==> config.mk <==
export PLATFORM = sky130hd
export DESIGN_NAME = br_resolve_pipe
export DESIGN_NICKNAME = d
export VERILOG_FILES = /design/src/rtl/br_resolve_pipe.sv
export SDC_FILE = /design/constraint.sdc
export NUM_CORES = 1
export LEC_CHECK = 0
export CORE_UTILIZATION = 48
export CTS_CLUSTER_DIAMETER = 200
export DETAILED_ROUTE_END_ITERATION = 10
export PLACE_DENSITY = 0.88
export REMOVE_ABC_BUFFERS = 1
export SLEW_MARGIN = 20
export SYNTH_ARGS = -nofsm -noshare
export SYNTH_HDL_FRONTEND = slang
export SYNTH_SLANG_ARGS = --single-unit
==> constraint.sdc <==
create_clock -name clk -period 8.9 [get_ports clk]
set_input_delay 1.78 -clock clk [delete_from_list [all_inputs] [get_ports clk]]
set_output_delay 1.78 -clock clk [all_outputs]
set_load 0.005 [all_outputs]
==> src/rtl/br_resolve_pipe.sv <==
// br_resolve_pipe: pipelined RV32I branch resolution unit.
// Evaluates the branch condition, computes the taken target and the redirect PC,
// and checks the outcome against the fetch prediction, behind a valid/ready
// elastic pipe of STAGES (1 or 2) registered stages with a synchronous flush.
// Optional feature macro: BR_STATS_EN builds saturating resolve/mispredict counters.
module br_resolve_pipe #(
    parameter int unsigned XLEN   = 32,
    parameter int unsigned STAGES = 1,
    parameter int unsigned CNT_W  = 32
) (
    input  logic             clk,
    input  logic             rst,
    input  logic             flush,
    input  logic             in_valid,
    output logic             in_ready,
    input  logic [2:0]       in_cmpop,
    input  logic [XLEN-1:0]  in_rs1,
    input  logic [XLEN-1:0]  in_rs2,
    input  logic [XLEN-1:0]  in_pc,
    input  logic [XLEN-1:0]  in_imm,
    input  logic             in_pred_taken,
    input  logic [XLEN-1:0]  in_pred_target,
    output logic             out_valid,
    input  logic             out_ready,
    output logic             out_br_en,
    output logic [XLEN-1:0]  out_target,
    output logic [XLEN-1:0]  out_redirect_pc,
    output logic             out_mispredict,
    output logic             out_illegal,
    output logic [CNT_W-1:0] stat_branches,
    output logic [CNT_W-1:0] stat_mispred
);

    typedef struct packed {
        logic            br_en;
        logic [XLEN-1:0] target;
        logic [XLEN-1:0] redirect_pc;
        logic            mispredict;
        logic            illegal;
    } res_t;

    if (STAGES != 1 && STAGES != 2) begin : g_bad_stages
        $error("br_resolve_pipe: STAGES must be 1 or 2");
    end

    res_t res_c;
    logic eq_c;
    logic lt_c;
    logic ltu_c;

    // Resolve the branch from the input operands; everything is then only carried down the pipe.
    always_comb begin
        res_c             = '0;
        eq_c              = (in_rs1 == in_rs2);
        lt_c              = ($signed(in_rs1) < $signed(in_rs2));
        ltu_c             = (in_rs1 < in_rs2);
        res_c.target      = in_pc + in_imm;
        case (in_cmpop)
            3'b000:  res_c.br_en = eq_c;
            3'b001:  res_c.br_en = ~eq_c;
            3'b100:  res_c.br_en = lt_c;
            3'b101:  res_c.br_en = ~lt_c;
            3'b110:  res_c.br_en = ltu_c;
            3'b111:  res_c.br_en = ~ltu_c;
            default: res_c.illegal = 1'b1;
        endcase
        res_c.redirect_pc = res_c.br_en ? res_c.target : in_pc + XLEN'(4);
        res_c.mispredict  = ~res_c.illegal &
                            ((res_c.br_en != in_pred_taken) |
                             (res_c.br_en & in_pred_taken & (in_pred_target != res_c.target)));
    end

    logic s0_v;
    res_t s0_d;
    logic s0_acc_c;
    logic tail_acc_c;
    logic last_v;
    res_t last_d;

    // Stage 0 can take a new entry when empty or when its contents move on this cycle.
    assign s0_acc_c = ~s0_v | tail_acc_c;
    assign in_ready = ~flush & s0_acc_c;

    // First pipeline stage: captures the resolved result on acceptance.
    always_ff @(posedge clk) begin
        if (rst) begin
            s0_v <= 1'b0;
            s0_d <= '0;
        end else if (flush) begin
            s0_v <= 1'b0;
        end else if (s0_acc_c) begin
            s0_v <= in_valid;
            if (in_valid) s0_d <= res_c;
        end
    end

    if (STAGES == 2) begin : g_two
        logic s1_v;
        res_t s1_d;

        assign tail_acc_c = ~s1_v | out_ready;

        // Output stage: takes stage 0 whenever it is empty or draining.
        always_ff @(posedge clk) begin
            if (rst) begin
                s1_v <= 1'b0;
                s1_d <= '0;
            end else if (flush) begin
                s1_v <= 1'b0;
            end else if (tail_acc_c) begin
                s1_v <= s0_v;
                if (s0_v) s1_d <= s0_d;
            end
        end

        assign last_v = s1_v;
        assign last_d = s1_d;
    end else begin : g_one
        assign tail_acc_c = out_ready;
        assign last_v     = s0_v;
        assign last_d     = s0_d;
    end

    assign out_valid       = last_v;
    assign out_br_en       = last_d.br_en;
    assign out_target      = last_d.target;
    assign out_redirect_pc = last_d.redirect_pc;
    assign out_mispredict  = last_d.mispredict;
    assign out_illegal     = last_d.illegal;

`ifdef BR_STATS_EN
    logic [CNT_W-1:0] br_cnt;
    logic [CNT_W-1:0] mp_cnt;
    logic             xfer_c;

    // A delivered legal result counts even when it coincides with a flush.
    assign xfer_c = last_v & out_ready & ~last_d.illegal;

    // Saturating statistics counters, cleared only by reset.
    always_ff @(posedge clk) begin
        if (rst) begin
            br_cnt <= '0;
            mp_cnt <= '0;
        end else if (xfer_c) begin
            if (br_cnt != '1) br_cnt <= br_cnt + CNT_W'(1);
            if (last_d.mispredict && mp_cnt != '1) mp_cnt <= mp_cnt + CNT_W'(1);
        end
    end

    assign stat_branches = br_cnt;
    assign stat_mispred  = mp_cnt;
`else
    assign stat_branches = '0;
    assign stat_mispred  = '0;
`endif

endmodule
==> results by group, run 1 <==
Finish
  – Fillers: 1,260
  – Final Util: 0.6610
  – P&R area growth vs syn: 34.63%
  – Share of cells above drive strength 1: 0.03830
  – Commonest non-fill, non-tap cell in the layout: clkdlybuf4s50_1
  – N_diodes: 0
  – Final #Nets: 1,405
  – Commonest non-fill, non-tap cells in the layout: 236 x clkdlybuf4s50_1, 118 x nand2_1, 88 x a21oi_1, 87 x nor2_1, 68 x dfxtp_1

Floorplan
  – Die area: 15,360 um^2
  – Row count: 44
  – Initial core utilization: 0.4910
  – Die Ht: 123.9 um
  – Core Region: 14,530 um^2
  – Top Ports: 302
  – Die W: 123.9 um

Clock network
  – CTS sink count: 68
  – H-tree lvl count: 3
  – Post-CTS Setup Bufs: 0
  – Worst skew pair latency: 0.35 ns
  – Root buffer cell: clkbuf_16
  – Clock Path Buffers: 2
  – CTS tree: yes
  – Worst-path clk slew: 0.06 ns
  – CTS Hold Bufs: 0
  – Post-CTS sizing: 0
  – Total CTS buffers: 9

Global route
  – Initial antenna violation count: 0
  – Vias in the first global route: 6,928
  – Grt ovf: 0
  – Total track usage: 0.3032
  – First-pass GRT wire length: 35,490 um
  – Largest net degree at the start of global routing: 58

Worst setup path
  – Cell mode on critical path: nand4_1
  – Crit Path Class: in -> reg
  – R2R Path End: out_mispredict$_SDFFE_PP0P_
  – Worst path slowest cell: or4_1
  – CP bufs+invs: 4
  – Top cell family by delay on the critical path: simple AND/OR/NAND/NOR gates
  – WP data required: 9.13 ns
  – CP max FO: 32
  – Crit-path max cell delay: 0.56 ns
  – Startpoint Class: input port
  – Critical path cell sequence: clkdlybuf4s50_1 -> inv_1 -> ha_1 -> nand4_1 -> or4_1 -> nor4_2 -> xnor2_1 -> nor3_1 -> a211o_1 -> nor3_2 -> buf_4 -> inv_2 -> ha_1 -> a21oi_1 -> nand4_1 -> a311oi_1 -> o2111ai_1 -> nor4_1 -> nand4_1 -> or4_1 -> nor4_1 -> a31oi_1
  – Reg2Reg Launch Point: out_valid$_SDFFE_PP0N_
  – R2r worst-path depth: 11
  – Crit. End Element: register
  – R2r setup slk: 5.68 ns
  – Worst path arrival time: 7.30 ns

Drt
  – WL final: 23,290 um
  – Vias/cell: 5.618
  – ANT nets after route: 0
  – DR DRC count: 0
  – Vias: 7,635
  – First DRT Iteration DRCs: 651
  – Routed WL per cell: 17.14 um
  – Drt pass-1 iters: 4

Logic synthesis
  – Avg Inst Size Synth: 7.402 um^2
  – Synth Instances: 964
  – Yosys top cell area share: 0.1908
  – EDFF count, synth: 0
  – Async SR Flop Fraction: 0
  – Post-synthesis cell area: 7136 um^2
  – Ys Warns: 0
  – Dominant cells by area after synthesis: dfxtp_1 19%, ha_1 11%, buf_4 7.2%, xnor2_1 7.0%, nand2_1 6.3%
  – #FFs+latches synth: 68
  – Yosys cell types: 77
  – Synth area leader: dfxtp_1
  – Main flop type after synthesis: dfxtp_1
  – Sequential fraction of the synthesis area: 0.1908

Min path
  – Hold WC Path Type: reg -> reg
  – Worst Hold End: out_redirect_pc[12]$_SDFFE_PP0P_
  – Worst Hold Depth: 2
  – Hold Startpoint: out_redirect_pc[12]$_SDFFE_PP0P_

Pwr
  – Max IR drop VDD: 109.0 uV
  – PD cells: 127.5 nW/um^2
  – Leakage: 3.990 nW

Timing
  – Post-route clock skew: 0.005355 ns
  – Final setup vio count: 0
  – Final TNS setup: 0 ns
  – Final hold violations: 0
  – Highest achievable clock rate: 141.4 MHz
  – Final Worst Setup Slack: 1.827 ns
  – Slew @ Worst Pin: 0.9798 ns
  – Fin crit share: 0.7947
  – Final slew viol count: 0
  – Unrepaired setup endpoints after global routing: false
  – Slew HR: 0.3418
  – Crit path time final: 7.073 ns
  – Hold Slack: 0.4512 ns

Outcome
  – Status: finished, final reports clean

Place
  – # port buffers: 237
  – Placer Congestion: 0.9366
  – Detailed Place HPWL: 18,550 um
  – Post-Place Worst Slack: 1.491 ns

Run
  – MaxCap Viol Count: 0
[worst max path at each step]
stage	start	to	slack [ns]	cells after the start
6_report	in_rs2[31]	out_mispredict$_SDFFE_PP0P_	1.83	22
5_1_grt	in_rs2[31]	out_mispredict$_SDFFE_PP0P_	1.41	22
3_3_place_gp	in_rs2[31]	out_mispredict$_SDFFE_PP0P_	1.71	22
4_1_cts	in_rs2[31]	out_mispredict$_SDFFE_PP0P_	1.85	22
3_5_place_dp	in_rs2[31]	out_mispredict$_SDFFE_PP0P_	1.49	22
2_1_floorplan	in_rs2[31]	out_mispredict$_SDFFE_PP0P_	0.77	20
[report_power, final]
part | total, mW | switching [mW] | internal [mW]
sequential | 0.340 | 0.0118 | 0.328
clock | 0.358 | 0.141 | 0.217
combinational | 0.527 | 0.279 | 0.249
total | 1.22 | 0.432 | 0.793
[stage by stage]
stage	power, mW	instance area [um^2]	cells
floorplan	0.6401	6658	916
CTS	1.226	9607	1359
detailed placement	0.8631	9313	1343
global route	1.298	9607	1359
global placement	0.8576	9313	1343
finish	1.225	9607	1359
[registers in the layout, summed over array words and instances, names as in the netlist]
name             count
out_redirect_pc     32
out_illegal          1
out_target          32
out_valid            1
out_mispredict       1
out_br_en            1
[cell families after synthesis]
logic type,count (synthesis),share of synthesized area
simple gates,324,0.2092
compound gates,245,0.2255
buf+inv,158,0.1248
fa+ha+maj,66,0.1168
mux,8,0.01122
other cells,1,0.0005255
flops,68,0.1908
xor+xnor,94,0.1212
[synth_stat cells (all sizes together) (3+ instances only)]
library cell,instances
nand2,119
buf,85
nor4,11
a211oi,17
o21ai,40
a21boi,3
nand3,27
a31oi,7
xnor2,57
o2111ai,3
or3,3
dfxtp,68
o211ai,4
inv,47
a21oi,92
nand2b,5
a22o,8
o21bai,3
or2,5
o21a,6
nand4,26
nor3,17
mux2i,8
a32oi,3
a2111oi,3
ha,65
xnor3,3
nor2,88
nor2b,3
xor2,34
clkbuf,26
nor3b,3
a21o,25
a211o,3
a311oi,5
and3,5
a31o,4
[layout make-up]
| class | count | area (um^2) | share of cell area |
|---|---|---|---|
| timing repair buffer | 243 | 2412 | 0.2511 |
| tap | 184 | 230.2 | 0.02396 |
| inverter | 47 | 176.4 | 0.01836 |
| clock buffer | 10 | 229.0 | 0.02383 |
| clock inverter | 6 | 65.06 | 0.006773 |
| sequential | 68 | 1361 | 0.1417 |
| multi-input combinational | 801 | 5132 | 0.5343 |
[metal layers]
| layer | wire length (um) | global-route usage | up-vias |
|---|---|---|---|
| met4 | 684 | 0.1124 | 0 |
| met5 | 0 | 0 | - |
| met1 | 9969 | 0.3897 | 3555 |
| met2 | 10650 | 0.5007 | 352 |
| met3 | 1981 | 0.05907 | 44 |
| li1 | - | - | 3684 |
[worst min-delay path: stages (launching register included)]
cell     delay [ns]
dfxtp_1        0.30
nand2_1        0.05
a21oi_1        0.05
(Power assumes the default switching activity.)
==> inputs of run 2 (changes only) <==
--- a/config.mk
+++ b/config.mk
@@ -5,10 +5,10 @@
 export SDC_FILE = /design/constraint.sdc
 export NUM_CORES = 1
 export LEC_CHECK = 0
-export CORE_UTILIZATION = 48
+export CORE_UTILIZATION = 40
 export CTS_CLUSTER_DIAMETER = 200
 export DETAILED_ROUTE_END_ITERATION = 10
-export PLACE_DENSITY = 0.88
+export PLACE_DENSITY = 0.78
 export REMOVE_ABC_BUFFERS = 1
 export SLEW_MARGIN = 20
 export SYNTH_ARGS = -nofsm -noshare
==> constraint.sdc (replaced) <==
create_clock -name clk -period 6.4 [get_ports clk]
set_input_delay 1.28 -clock clk [delete_from_list [all_inputs] [get_ports clk]]
set_output_delay 1.28 -clock clk [all_outputs]
set_load 0.005 [all_outputs]
==> results by group, run 2 (same netlist as run 1, synthesis figures left out) <==
Place
  – Placer Congestion: 0.8848 (-5.5%)
  – Detailed Place HPWL: 19,170 um (+3.3%)
  – Dpl cells: 1,384 (+3.1%)
  – # port buffers: 237 (unchanged)

Min path
  – Hold Startpoint: out_target[9]$_SDFFE_PP0P_
  – Worst Hold End: out_target[9]$_SDFFE_PP0P_
  – Worst Hold Depth: 2 (unchanged)
  – Hold WC Path Type: reg -> reg

Worst setup path
  – R2r setup slk: 3.63 ns (-2.05 ns)
  – Crit Path Class: in -> reg
  – CP bufs+invs: 3 (-1)
  – Crit. End Element: register
  – Cell mode on critical path: nand4_1
  – Startpoint Class: input port
  – Reg2Reg Launch Point: out_valid$_SDFFE_PP0N_
  – Worst path slowest cell: or4_1
  – Worst path arrival time: 6.06 ns (-1.24 ns)
  – R2R Path End: out_mispredict$_SDFFE_PP0P_
  – Crit-path max cell delay: 0.56 ns (about the same)
  – WP data required: 6.62 ns (-2.51 ns)
  – Critical path cell sequence: clkdlybuf4s50_1 -> inv_1 -> ha_1 -> nand4_1 -> or4_1 -> nor4_2 -> xnor2_1 -> nor3_1 -> a211o_1 -> nor3_2 -> inv_2 -> ha_1 -> a21oi_1 -> nand4_1 -> a311oi_1 -> o2111ai_1 -> nor4_1 -> nand4_1 -> or4_1 -> nor4_1 -> a31oi_1
  – Levels on crit path: 21 (-4.5%)
  – R2r worst-path depth: 10 (-1)
  – CP max FO: 4 (-88%)
  – Top cell family by delay on the critical path: simple AND/OR/NAND/NOR gates

Drt
  – First DRT Iteration DRCs: 352 (-46%)
  – Top routing layer used: met4
  – Drt pass-1 iters: 4 (unchanged)
  – Vias/cell: 5.328 (-5.2%)
  – Routed wl met2: 10,800 um (+1.4%)
  – WL met3: 1488 um (-25%)
  – Vias: 7,459 (-2.3%)
  – WL final: 24,040 um (+3.2%)
  – Routed WL per cell: 17.17 um (+0.21%)
  – DR DRC count: 0 (unchanged)
  – Wire length on met1: 11,040 um (+11%)
  – ANT nets after route: 0 (unchanged)

Timing
  – Post-route clock skew: 0.007728 ns (+0.002373 ns)
  – Final slew viol count: 0 (unchanged)
  – Final hold violations: 0 (unchanged)
  – Slew @ Worst Pin: 1.011 ns (+0.03151 ns)
  – Slew HR: 0.3250 (-0.01670)
  – Final setup vio count: 0 (unchanged)
  – Hold Slack: 0.4540 ns (+0.002765 ns)
  – Unrepaired setup endpoints after global routing: false
  – Highest achievable clock rate: 171.2 MHz
  – Crit path time final: 5.842 ns
  – Fin crit share: 0.9128

Floorplan
  – Core Region: 17,360 um^2 (+19%)
  – Die Ht: 135.6 um (+9.4%)
  – Row count: 48 (+9.1%)
  – Die W: 135.6 um (+9.4%)
  – Initial core utilization: 0.4111 (-0.07984)
  – Top Ports: 302 (unchanged)
  – Die area: 18,380 um^2 (+20%)

Global route
  – First-pass GRT wire length: 37,000 um (+4.2%)
  – Initial antenna violation count: 0 (unchanged)
  – Total track usage: 0.2623 (-0.04088)
  – Largest net degree at the start of global routing: 57 (-1.7%)
  – Vias in the first global route: 6,934 (+0.087%)
  – Grt ovf: 0 (unchanged)

Finish
  – P&R area growth vs syn: 35.93%
  – Commonest non-fill, non-tap cell in the layout: clkdlybuf4s50_1
  – Final #Nets: 1,405 (unchanged)
  – Post-route insts no fill: 1,400 (+3.0%)
  – Share of cells above drive strength 1: 0.03830 (unchanged)
  – Commonest non-fill, non-tap cells in the layout: 236 x clkdlybuf4s50_1, 118 x nand2_1, 88 x a21oi_1, 86 x nor2_1, 68 x dfxtp_1
  – N_diodes: 0 (unchanged)

Clock network
  – CTS tree: yes
  – Post-CTS Setup Bufs: 0 (unchanged)
  – CTS sink count: 68 (unchanged)
  – Total CTS buffers: 9 (unchanged)
  – Root buffer cell: clkbuf_16
  – Worst skew pair latency: 0.35 ns (about the same)
  – H-tree lvl count: 3 (unchanged)
  – Clock Path Buffers: 2 (unchanged)
  – Post-CTS sizing: 0 (unchanged)
  – CTS Hold Bufs: 0 (unchanged)
  – Worst-path clk slew: 0.05 ns (about the same)

Outcome
  – Status: finished, final reports clean

Pwr
  – Max IR drop VDD: 162.9 uV (+49%)
  – Leakage: 4.011 nW (+0.53%)
  – Sw frac: 0.3361 (-0.01630)
  – Logic pwr share: 0.411 (-0.020)
  – Switching power: 598.4 uW (+39%)
  – PD cells: 183.5 nW/um^2 (+44%)
  – Clk pwr share: 0.324 (+0.032)
  – Reg power frac: 0.265 (-0.012)
  – Cell-internal power: 1.182 mW (+49%)

Run
  – MaxCap Viol Count: 0 (unchanged)
run 2: changes by cell type in the layout (fill, tap and decap cells not counted), sizes merged:
cell,before,now
clkinv,4,2
bufinv,1,3
clkinvlp,1,0
clkbuf,10,11
run 2: cell type report:
cell class                      count  area [um^2]
Fill cell                        1658         7657
Multi-Input combinational cell    801         5135
Timing Repair Buffer              243         2412
Sequential cell                    68         1361
Tap cell                          225        281.5
Clock buffer                       11        232.7
Inverter                           47        176.4
Clock inverter                      5        100.1
run 2: power by group through the flow:
stage          logic [mW]  registers (mW)  clock network, mW
2_1_floorplan       0.407           0.483                  0
3_3_place_gp        0.719           0.480                  0
3_5_place_dp        0.724           0.481                  0
4_1_cts             0.728           0.472              0.586
5_1_grt             0.801           0.476              0.604
6_report            0.732           0.472              0.576
run 2: per-stage QoR:
step                        util  power, mW  cell area [um^2]  setup slack (ns)  setup TNS, ns
after floorplan                -     0.8901              6658            -1.234         -1.234
after global placement    0.5396      1.199              9366            0.3170              0
after detailed placement  0.5396      1.205              9366            0.2374              0
after CTS                 0.5588      1.786              9699            0.5872              0
after global routing      0.5588      1.881              9699            0.1559              0
final                     0.5588      1.780              9699            0.5579              0
run 2: metal layers:
layer  up-vias  GRT usage
li1       3686          -
met1      3444     0.3502
met2       290     0.4204
met3        39    0.03517
met4         0     0.1124
met5         -          0
run 2: how the worst max path moves through the flow:
stage | start | end | slack (ns)
2_1_floorplan | in_rs2[31] | out_mispredict$_SDFFE_PP0P_ | -1.23
3_3_place_gp | in_rs2[31] | out_mispredict$_SDFFE_PP0P_ | 0.32
3_5_place_dp | in_rs2[31] | out_mispredict$_SDFFE_PP0P_ | 0.24
4_1_cts | in_rs2[31] | out_mispredict$_SDFFE_PP0P_ | 0.59
5_1_grt | in_rs2[31] | out_mispredict$_SDFFE_PP0P_ | 0.16
6_report | in_rs2[31] | out_mispredict$_SDFFE_PP0P_ | 0.56
run 2: worst register-to-register path, stage by stage (launching register included):
cell,delay (ns)
dfxtp_1,0.31
nor2b_1,0.15
nor3b_2,0.36
nand4_1,0.14
a311oi_1,0.23
o2111ai_1,0.14
nor4_1,0.33
nand4_1,0.12
or4_1,0.52
nor4_1,0.24
a31oi_1,0.11
